### src/rtl/aes_round_ctrl.sv
// Iterative AES round sequencer: accepts one block, walks the shared round datapath through NR rounds, holds the result.
// Optional macro AES_ROUND_CTRL_DECRYPT_EN adds a decrypt mode (reverse key order, no round constants).
module aes_round_ctrl #(
    parameter int KEY_SIZE = 128
) (
    input  logic       clk,
    input  logic       rst_n,
    input  logic       in_valid,
    output logic       in_ready,
    output logic       out_valid,
    input  logic       out_ready,
`ifdef AES_ROUND_CTRL_DECRYPT_EN
    input  logic       in_decrypt,
    output logic       dp_decrypt,
`endif
    output logic       busy,
    output logic       dp_load,
    output logic       dp_round_en,
    output logic       dp_skip_mix,
    output logic [3:0] dp_key_idx,
    output logic [7:0] dp_rcon,
    output logic       dp_capture
);

    localparam int NR = (KEY_SIZE == 256) ? 14 : (KEY_SIZE == 192) ? 12 : 10;
    localparam logic [3:0] NR4 = 4'(NR);

    generate
        if (KEY_SIZE != 128 && KEY_SIZE != 192 && KEY_SIZE != 256) begin : g_bad_key_size
            $error("aes_round_ctrl: KEY_SIZE must be 128, 192 or 256");
        end
    endgenerate

    typedef enum logic [1:0] {
        IDLE  = 2'd0,
        ROUND = 2'd1,
        DONE  = 2'd2
    } state_t;

    state_t     state_reg;
    logic [3:0] rnd_reg;
    logic [7:0] rc_reg;
    logic       round_en_reg;
    logic       skip_mix_reg;
    logic       capture_reg;
    logic [3:0] key_idx_reg;
    logic [7:0] rcon_reg;
    logic       out_valid_reg;
    logic       dec_reg;

    logic       accept;
    logic       req_dec;
    logic [3:0] load_idx;
    logic [3:0] rnd_inc;
    logic [7:0] rc_step;

    // GF(2^8) doubling used by the round-constant chain
    function automatic logic [7:0] xtime(input logic [7:0] v);
        return v[7] ? ((v << 1) ^ 8'h1b) : (v << 1);
    endfunction

`ifdef AES_ROUND_CTRL_DECRYPT_EN
    assign req_dec    = in_decrypt;
    assign dp_decrypt = rst_n & dec_reg;
`else
    assign req_dec = 1'b0;
`endif

    assign in_ready = rst_n && (state_reg == IDLE);
    assign accept   = in_valid && in_ready;
    assign load_idx = req_dec ? NR4 : 4'd0;
    assign rnd_inc  = rnd_reg + 4'd1;
    assign rc_step  = xtime(rc_reg);

    // Everything is forced low while reset is held, so no partial result leaks out
    assign busy        = rst_n && (state_reg != IDLE);
    assign dp_load     = accept;
    assign dp_key_idx  = accept ? load_idx : (rst_n ? key_idx_reg : 4'd0);
    assign dp_round_en = rst_n & round_en_reg;
    assign dp_skip_mix = rst_n & skip_mix_reg;
    assign dp_capture  = rst_n & capture_reg;
    assign dp_rcon     = rst_n ? rcon_reg : 8'h00;
    assign out_valid   = rst_n & out_valid_reg;

    always_ff @(posedge clk) begin
        if (!rst_n) begin
            state_reg     <= IDLE;
            rnd_reg       <= 4'd0;
            rc_reg        <= 8'h01;
            round_en_reg  <= 1'b0;
            skip_mix_reg  <= 1'b0;
            capture_reg   <= 1'b0;
            key_idx_reg   <= 4'd0;
            rcon_reg      <= 8'h00;
            out_valid_reg <= 1'b0;
            dec_reg       <= 1'b0;
        end else begin
            case (state_reg)
                IDLE: begin
                    if (accept) begin
                        state_reg    <= ROUND;
                        rnd_reg      <= 4'd1;
                        rc_reg       <= 8'h01;
                        dec_reg      <= req_dec;
                        round_en_reg <= 1'b1;
                        skip_mix_reg <= 1'b0;
                        capture_reg  <= 1'b0;
                        key_idx_reg  <= req_dec ? (NR4 - 4'd1) : 4'd1;
                        rcon_reg     <= req_dec ? 8'h00 : 8'h01;
                    end
                end
                ROUND: begin
                    if (rnd_reg < NR4) begin
                        rnd_reg      <= rnd_inc;
                        rc_reg       <= rc_step;
                        round_en_reg <= 1'b1;
                        // Decrypt walks the key schedule backwards: index = NR - rnd
                        key_idx_reg  <= dec_reg ? (NR4 - rnd_inc) : rnd_inc;
                        rcon_reg     <= dec_reg ? 8'h00 : rc_step;
                        skip_mix_reg <= (rnd_inc == NR4);
                        capture_reg  <= (rnd_inc == NR4);
                    end else begin
                        state_reg     <= DONE;
                        round_en_reg  <= 1'b0;
                        skip_mix_reg  <= 1'b0;
                        capture_reg   <= 1'b0;
                        key_idx_reg   <= 4'd0;
                        rcon_reg      <= 8'h00;
                        out_valid_reg <= 1'b1;
                    end
                end
                DONE: begin
                    if (out_ready) begin
                        state_reg     <= IDLE;
                        rnd_reg       <= 4'd0;
                        rc_reg        <= 8'h01;
                        out_valid_reg <= 1'b0;
                        dec_reg       <= 1'b0;
                    end
                end
                default: begin
                    state_reg     <= IDLE;
                    out_valid_reg <= 1'b0;
                end
            endcase
        end
    end

endmodule

### config.mk
export PLATFORM = sky130hd
export DESIGN_NAME = aes_round_ctrl
export DESIGN_NICKNAME = d
export VERILOG_FILES = /design/src/rtl/aes_round_ctrl.sv
export SDC_FILE = /design/constraint.sdc
export NUM_CORES = 1
export LEC_CHECK = 0
export CORE_ASPECT_RATIO = 0.75
export CORE_MARGIN = 5
export CORE_UTILIZATION = 50
export DETAILED_ROUTE_END_ITERATION = 8
export PLACE_DENSITY = 0.79
export REMOVE_ABC_BUFFERS = 1
export SYNTH_ARGS = -nofsm -noshare
export SYNTH_HDL_FRONTEND = slang
export SYNTH_SLANG_ARGS = --single-unit
### constraint.sdc
create_clock -name clk -period 3.7 [get_ports clk]
set_input_delay 1.11 -clock clk [delete_from_list [all_inputs] [get_ports clk]]
set_output_delay 1.11 -clock clk [all_outputs]
set_load 0.02 [all_outputs]
==> Word level (Yosys, flattened, before mapping) <==
Index checks and enable logic that the tools add are counted.
{ "totals": {"output_inout_bits": 19, "word_cells": 69, "input_bits": 4, "ff_bits": 30} }
{ "classes": {"bitwise": 5, "muxes": 32, "eq_ne": 7, "add_sub_neg": 2, "order_cmp": 1, "n_reduce_logical": 13} }
{ "op_table": {"columns": ["operator", "count"], "rows": [
  ["8-bit 2-to-1 mux", 6],
  ["4-bit 2-to-1 mux", 7],
  ["8-bit one-hot mux with 3 select lines", 1],
  ["8-bit one-hot mux with 2 select lines", 1],
  ["4-bit one-hot mux with 3 select lines", 1],
  ["3-bit AND reduction", 3],
  ["2-bit != test (second input constant)", 4],
  ["4-bit one-hot mux with 2 select lines", 1],
  ["1-bit 2-to-1 mux", 6],
  ["2-bit 2-to-1 mux", 3],
  ["1-bit one-hot mux with 2 select lines", 3],
  ["2-bit one-hot mux with 3 select lines", 1],
  ["2-bit nonzero test", 3],
  ["5-bit 2-to-1 mux", 1],
  ["4-bit by 1-bit adder with 4-bit output (second input constant)", 1],
  ["4-bit == test (second input constant)", 1],
  ["4-bit < comparator (second input constant)", 1],
  ["4-bit inverter", 1],
  ["4-bit AND reduction", 1],
  ["4-bit subtractor (first input constant)", 1],
  ["1-bit bitwise AND", 3],
  ["1-bit logical AND", 3],
  ["1-bit one-hot mux with 3 select lines", 1],
  ["3-bit nonzero test", 1],
  ["other kinds (5)", 5]
]} }

==> Depth between registers and ports, before layout <==
{ "logic_depth": {"depth_word": 5, "depth_mapped": 8, "ltp_nobuf": 6} }

==> Worst setup path before layout <==
No wires, ideal clock.
{ "synth_path": {"path_kind": "input to output", "from": "input port rst_n", "to": "output port busy", "arrival_time_ns": 1.660, "required_ns": 2.590, "path_stages": 3, "path_slack_ns": 0.930, "cell_sequence": "inv_1 clkbuf_1 nor2_1"} }
{ "synth_via": {"elab_chain_cells": 1} }
{ "synth_lines": {"columns": ["element", "line_no", "text"], "rows": [
  ["start, declared", "7", "input logic rst_n,"],
  ["1-bit logical AND", "76", "assign busy = rst_n && (state_reg != IDLE);"],
  ["end, declared", "16", "output logic busy,"]
]} }
No other way between the ends.

==> Worst setup path in the final report <==
{ "layout_path": {"from": "input port rst_n", "to": "output port in_ready"} }
{ "layout_via": {"elab_chain_cells": 1} }
{ "layout_lines": {"columns": ["element", "line_no", "text"], "rows": [
  ["1-bit logical AND", "69", "assign in_ready = rst_n && (state_reg == IDLE);"],
  ["end, declared", "9", "output logic in_ready,"]
]} }
No other way between the ends.

==> report_table.html <==
<table>
<tr><th>Metric</th><th>Value</th></tr>
<tr><th colspan="2">Critical path</th></tr>
<tr><td>Worst setup path start</td><td>rst_n</td></tr>
<tr><td>Most common cell on crit path</td><td>sky130_fd_sc_hd__clkdlybuf4s50_1</td></tr>
<tr><td>Launching point of the worst reg2reg path</td><td>state_reg[1]$_SDFFE_PN0P_</td></tr>
<tr><td>Crit path max fanout</td><td>6</td></tr>
<tr><td>Capturing element type of the critical path</td><td>output pin</td></tr>
<tr><td>Worst reg2reg path depth</td><td>6</td></tr>
<tr><td>Setup crit end</td><td>in_ready</td></tr>
<tr><td>Req. time, crit path</td><td>2590 ps</td></tr>
<tr><td>R2r endpoint</td><td>rnd_reg[3]$_SDFFE_PN0P_</td></tr>
<tr><td>Cell Chain, Critical Path</td><td>clkdlybuf4s50_1 &gt; and2_1 &gt; clkdlybuf4s50_1</td></tr>
<tr><td>Slowest cell on the critical path</td><td>sky130_fd_sc_hd__clkdlybuf4s50_1</td></tr>
<tr><td>Critical path startpoint category</td><td>input port</td></tr>
<tr><td>Delay of the slowest critical-path stage</td><td>600 ps</td></tr>
<tr><td>Data arrival time of the critical path</td><td>2450 ps</td></tr>
<tr><td>R2R Setup Slk</td><td>1350 ps</td></tr>
<tr><td>Class of the most critical setup path</td><td>input port to output pin</td></tr>
<tr><th colspan="2">Clocking</th></tr>
<tr><td>Clock network latency to the later pin of the worst-skew pair</td><td>approximately 280 ps</td></tr>
<tr><td>Hold buffer count at cts</td><td>0</td></tr>
<tr><td>Number of instances resized during post-cts repair</td><td>15</td></tr>
<tr><td>CTS Root Cell</td><td>sky130_fd_sc_hd__clkbuf_8</td></tr>
<tr><td>Post-CTS repair timing setup buffer count</td><td>0</td></tr>
<tr><td>Number of levels the H-tree was split into</td><td>2</td></tr>
<tr><td>Clock edge transition at the registers on the reported setup and hold paths</td><td>~60 ps</td></tr>
<tr><td>CTS tree</td><td>built</td></tr>
<tr><td>CTS sink cnt</td><td>29</td></tr>
<tr><td>CTS Buf Count</td><td>5</td></tr>
<tr><td>Maximum count of clock buffers along a single path</td><td>2</td></tr>
<tr><th colspan="2">Timing</th></tr>
<tr><td>RSZ-0062 raised after global routing</td><td>no</td></tr>
<tr><td>Worst clock skew</td><td>4.33 ps</td></tr>
<tr><td>Max-slew violation count</td><td>0</td></tr>
<tr><td>Endpoints failing setup</td><td>0</td></tr>
<tr><td>Final period utilization</td><td>0.962</td></tr>
<tr><td>Minimum period implied by the final worst setup slack</td><td>around 3600 ps</td></tr>
<tr><td>Slew at the pin closest to its max-slew limit</td><td>around 720 ps</td></tr>
<tr><td>Highest attainable clock frequency</td><td>281 MHz</td></tr>
<tr><td>Final hold violations</td><td>0</td></tr>
<tr><td>Worst slew margin relative to its limit</td><td>0.520</td></tr>
<tr><th colspan="2">GRT</th></tr>
<tr><td>Initial antenna violation count</td><td>0</td></tr>
<tr><td>Met3 track demand over resource in global routing</td><td>0.0451</td></tr>
<tr><td>Global router's overall resource usage</td><td>0.172</td></tr>
<tr><td>Leftover overflow at the end of global routing</td><td>0</td></tr>
<tr><td>Maximum number of pins on one net before global-route repair</td><td>23</td></tr>
<tr><td>Via count of the first global-routing pass</td><td>1167</td></tr>
<tr><td>Grt met1 use</td><td>0.222</td></tr>
<tr><td>Peak-usage layer in the global routing report</td><td>met2</td></tr>
<tr><td>Routing usage on met2</td><td>0.264</td></tr>
<tr><td>First-pass GRT wire length</td><td>about 5500 um</td></tr>
<tr><th colspan="2">Pwr</th></tr>
<tr><td>Leak</td><td>0.806 nW</td></tr>
<tr><td>Power Dens Cells</td><td>about 440 mW/mm2</td></tr>
<tr><td>Worst vdd rail ir drop</td><td>approximately 0.31 mV</td></tr>
<tr><th colspan="2">Worst hold path</th></tr>
<tr><td>Worst min-delay path category</td><td>flop to flop</td></tr>
<tr><th colspan="2">Placed design</th></tr>
<tr><td>Post-Place Cell Area</td><td>0.00166 mm2</td></tr>
<tr><td>RePlAce Congestion</td><td>0.830</td></tr>
<tr><td>Total of buffers placed on input and output ports</td><td>22</td></tr>
<tr><td>Detailed placer's ending HPWL</td><td>between 2000 and 2500 um</td></tr>
<tr><th colspan="2">Die</th></tr>
<tr><td>Die footprint</td><td>0.00400 mm2</td></tr>
<tr><td>Die Y</td><td>between 50 and 60 um</td></tr>
<tr><td>Width of the die</td><td>71.4 um</td></tr>
<tr><td>Initial Utilization</td><td>0.531</td></tr>
<tr><td>Number of placed I/O pins</td><td>23</td></tr>
<tr><td>Core outline area</td><td>0.00266 mm2</td></tr>
<tr><td>Number of cell rows</td><td>16</td></tr>
<tr><th colspan="2">Routing</th></tr>
<tr><td>Aggregate routed wire length</td><td>3140 um</td></tr>
<tr><td>Detailed Route Iter0 Violations</td><td>slightly above 100</td></tr>
<tr><td>Routed WL per cell</td><td>13.5 um</td></tr>
<tr><td>Detailed-route vias per instance</td><td>around 5.4</td></tr>
<tr><td>Number of detailed-route iterations in the first pass</td><td>4</td></tr>
<tr><td>DRC</td><td>0</td></tr>
<tr><td>Count of vias placed by the detailed router</td><td>1244</td></tr>
<tr><td>Final antenna-violating net count</td><td>0</td></tr>
<tr><th colspan="2">Yosys</th></tr>
<tr><td>Synth Cell Area</td><td>between 0.001 and 0.0015 mm2</td></tr>
<tr><td>Post-synthesis cell count</td><td>~170</td></tr>
<tr><td>Avg Inst Size Synth</td><td>around 8.2 um2</td></tr>
<tr><td>Number of distinct standard cells referenced by the synthesized netlist</td><td>32</td></tr>
<tr><td>Portion of the post-synthesis area used by sequential elements</td><td>0.411</td></tr>
<tr><td>FF+latch count, synth</td><td>29</td></tr>
<tr><td>Ys Warns</td><td>0</td></tr>
<tr><th colspan="2">Finish</th></tr>
<tr><td>Area Growth Syn to Fin</td><td>23.7%</td></tr>
<tr><td>Fraction of layout cells with a size suffix above 1</td><td>0.107</td></tr>
<tr><td>Diodes inserted</td><td>0</td></tr>
<tr><td>Final-layout fill cell count</td><td>about 230</td></tr>
<tr><td>Utilization of the core after routing</td><td>0.657</td></tr>
<tr><td>Final net count</td><td>just over 200</td></tr>
<tr><td>Post-route cell area</td><td>0.00175 mm2</td></tr>
<tr><th colspan="2">Flow run</th></tr>
<tr><td>Maxcap violations</td><td>0</td></tr>
<tr><th colspan="2">Outcome</th></tr>
<tr><td>Status</td><td>finished, final reports clean</td></tr>
</table>
## cells in the final DEF, fill, tap and decap left out, drive strengths merged, types with 2 or more instances in the layout
cell type and count:
ha 5, or4 2, a22oi 9, inv 8
xor2 3, and2 13, a21oi 14, nand2 16
and3 6, clkdlybuf4s50 5, dlymetal6s2s 2, clkbuf 7
nand2b 3, buf 6, xnor2 2, o21ai 6
o221a 3, dfxtp 29, nor2b 2, nand3 9
nor2 18, nor3 2, dlygate4sd2 15, or3 2
## final cells by class
class / instances / area (um2) / share of cell area
clock buffers: 7 / 96.3 / 0.0551
clock inverters: 1 / 5.00 / 0.00286
inverters: 8 / 30.0 / 0.0172
multi-input cells: 123 / 741 / 0.423
flip-flops and latches: 29 / 581 / 0.332
well taps: 36 / 45.0 / 0.0258
repair buffers: 28 / 251 / 0.144
## per-stage QoR
stage	setup slack (ps)	instances	hold WS (ps)	total power [mW]	TNS, ps
2_1_floorplan	934	160	432	0.436	0
3_3_place_gp	-19.3	224	440	0.483	-40.7
3_5_place_dp	-74.7	224	451	0.487	-312
4_1_cts	17.3	232	461	0.770	0
5_1_grt	87.7	232	493	0.803	0
6_report	142	232	459	0.768	0
## where the power goes
| part | internal, mW | switching (mW) |
|---|---|---|
| combinational | 0.0525 | 0.0926 |
| clock | 0.168 | 0.121 |
| sequential | 0.325 | 0.00923 |
## cells in the mapped netlist (all sizes together)
cell type / instances / area share
dfxtp: 29 / 0.41
nor2: 18 / 0.048
nand2: 16 / 0.042
a21oi: 14 / 0.050
and2: 13 / 0.058
a22oi: 9 / 0.048
nand3: 9 / 0.032
inv: 8 / 0.021
buf: 7 / 0.031
and3: 6 / 0.027
o21ai: 6 / 0.021
clkbuf: 5 / 0.013
ha: 5 / 0.044
nand2b: 3 / 0.013
o221a: 3 / 0.024
xor2: 3 / 0.019
nor2b: 2 / 0.0088
nor3: 2 / 0.0071
or3: 2 / 0.0088
or4: 2 / 0.011
xnor2: 2 / 0.012
a21bo: 1 / 0.0071
a31oi: 1 / 0.0044
and4: 1 / 0.0062
mux2i: 1 / 0.0071
nand4: 1 / 0.0088
o211ai: 1 / 0.0088
o22ai: 1 / 0.0044
or2: 1 / 0.0044
## logic make-up after synthesis
family | synth area share
simple gates | 0.274
fa+ha+maj | 0.0442
buf+inv | 0.0655
compound gates | 0.167
flops | 0.411
xor+xnor | 0.0310
mux | 0.00708
## layer usage
metal,share of wire,wire length [um],vias up
met4,0.024,76,0
li1,-,-,638
met1,0.46,1450,556
met2,0.45,1410,42
met3,0.061,192,8
met5,0,0,-
## worst min path at each step
stage,start,to,cells after the start,slack (ps)
after floorplan,key_idx_reg[3]$_SDFFE_PN0P_,key_idx_reg[3]$_SDFFE_PN0P_,2,430
after global placement,key_idx_reg[3]$_SDFFE_PN0P_,key_idx_reg[3]$_SDFFE_PN0P_,2,440
after detailed placement,key_idx_reg[3]$_SDFFE_PN0P_,key_idx_reg[3]$_SDFFE_PN0P_,2,450
after CTS,key_idx_reg[3]$_SDFFE_PN0P_,key_idx_reg[3]$_SDFFE_PN0P_,2,460
after global routing,key_idx_reg[3]$_SDFFE_PN0P_,key_idx_reg[3]$_SDFFE_PN0P_,2,490
final,key_idx_reg[3]$_SDFFE_PN0P_,key_idx_reg[3]$_SDFFE_PN0P_,2,460
## worst max-delay path, delay by kind of cell
family | cells | cell delay (ps)
buf+inv | 2 | 1170
simple gates | 1 | 170
Power figures use the tool's default switching activity.
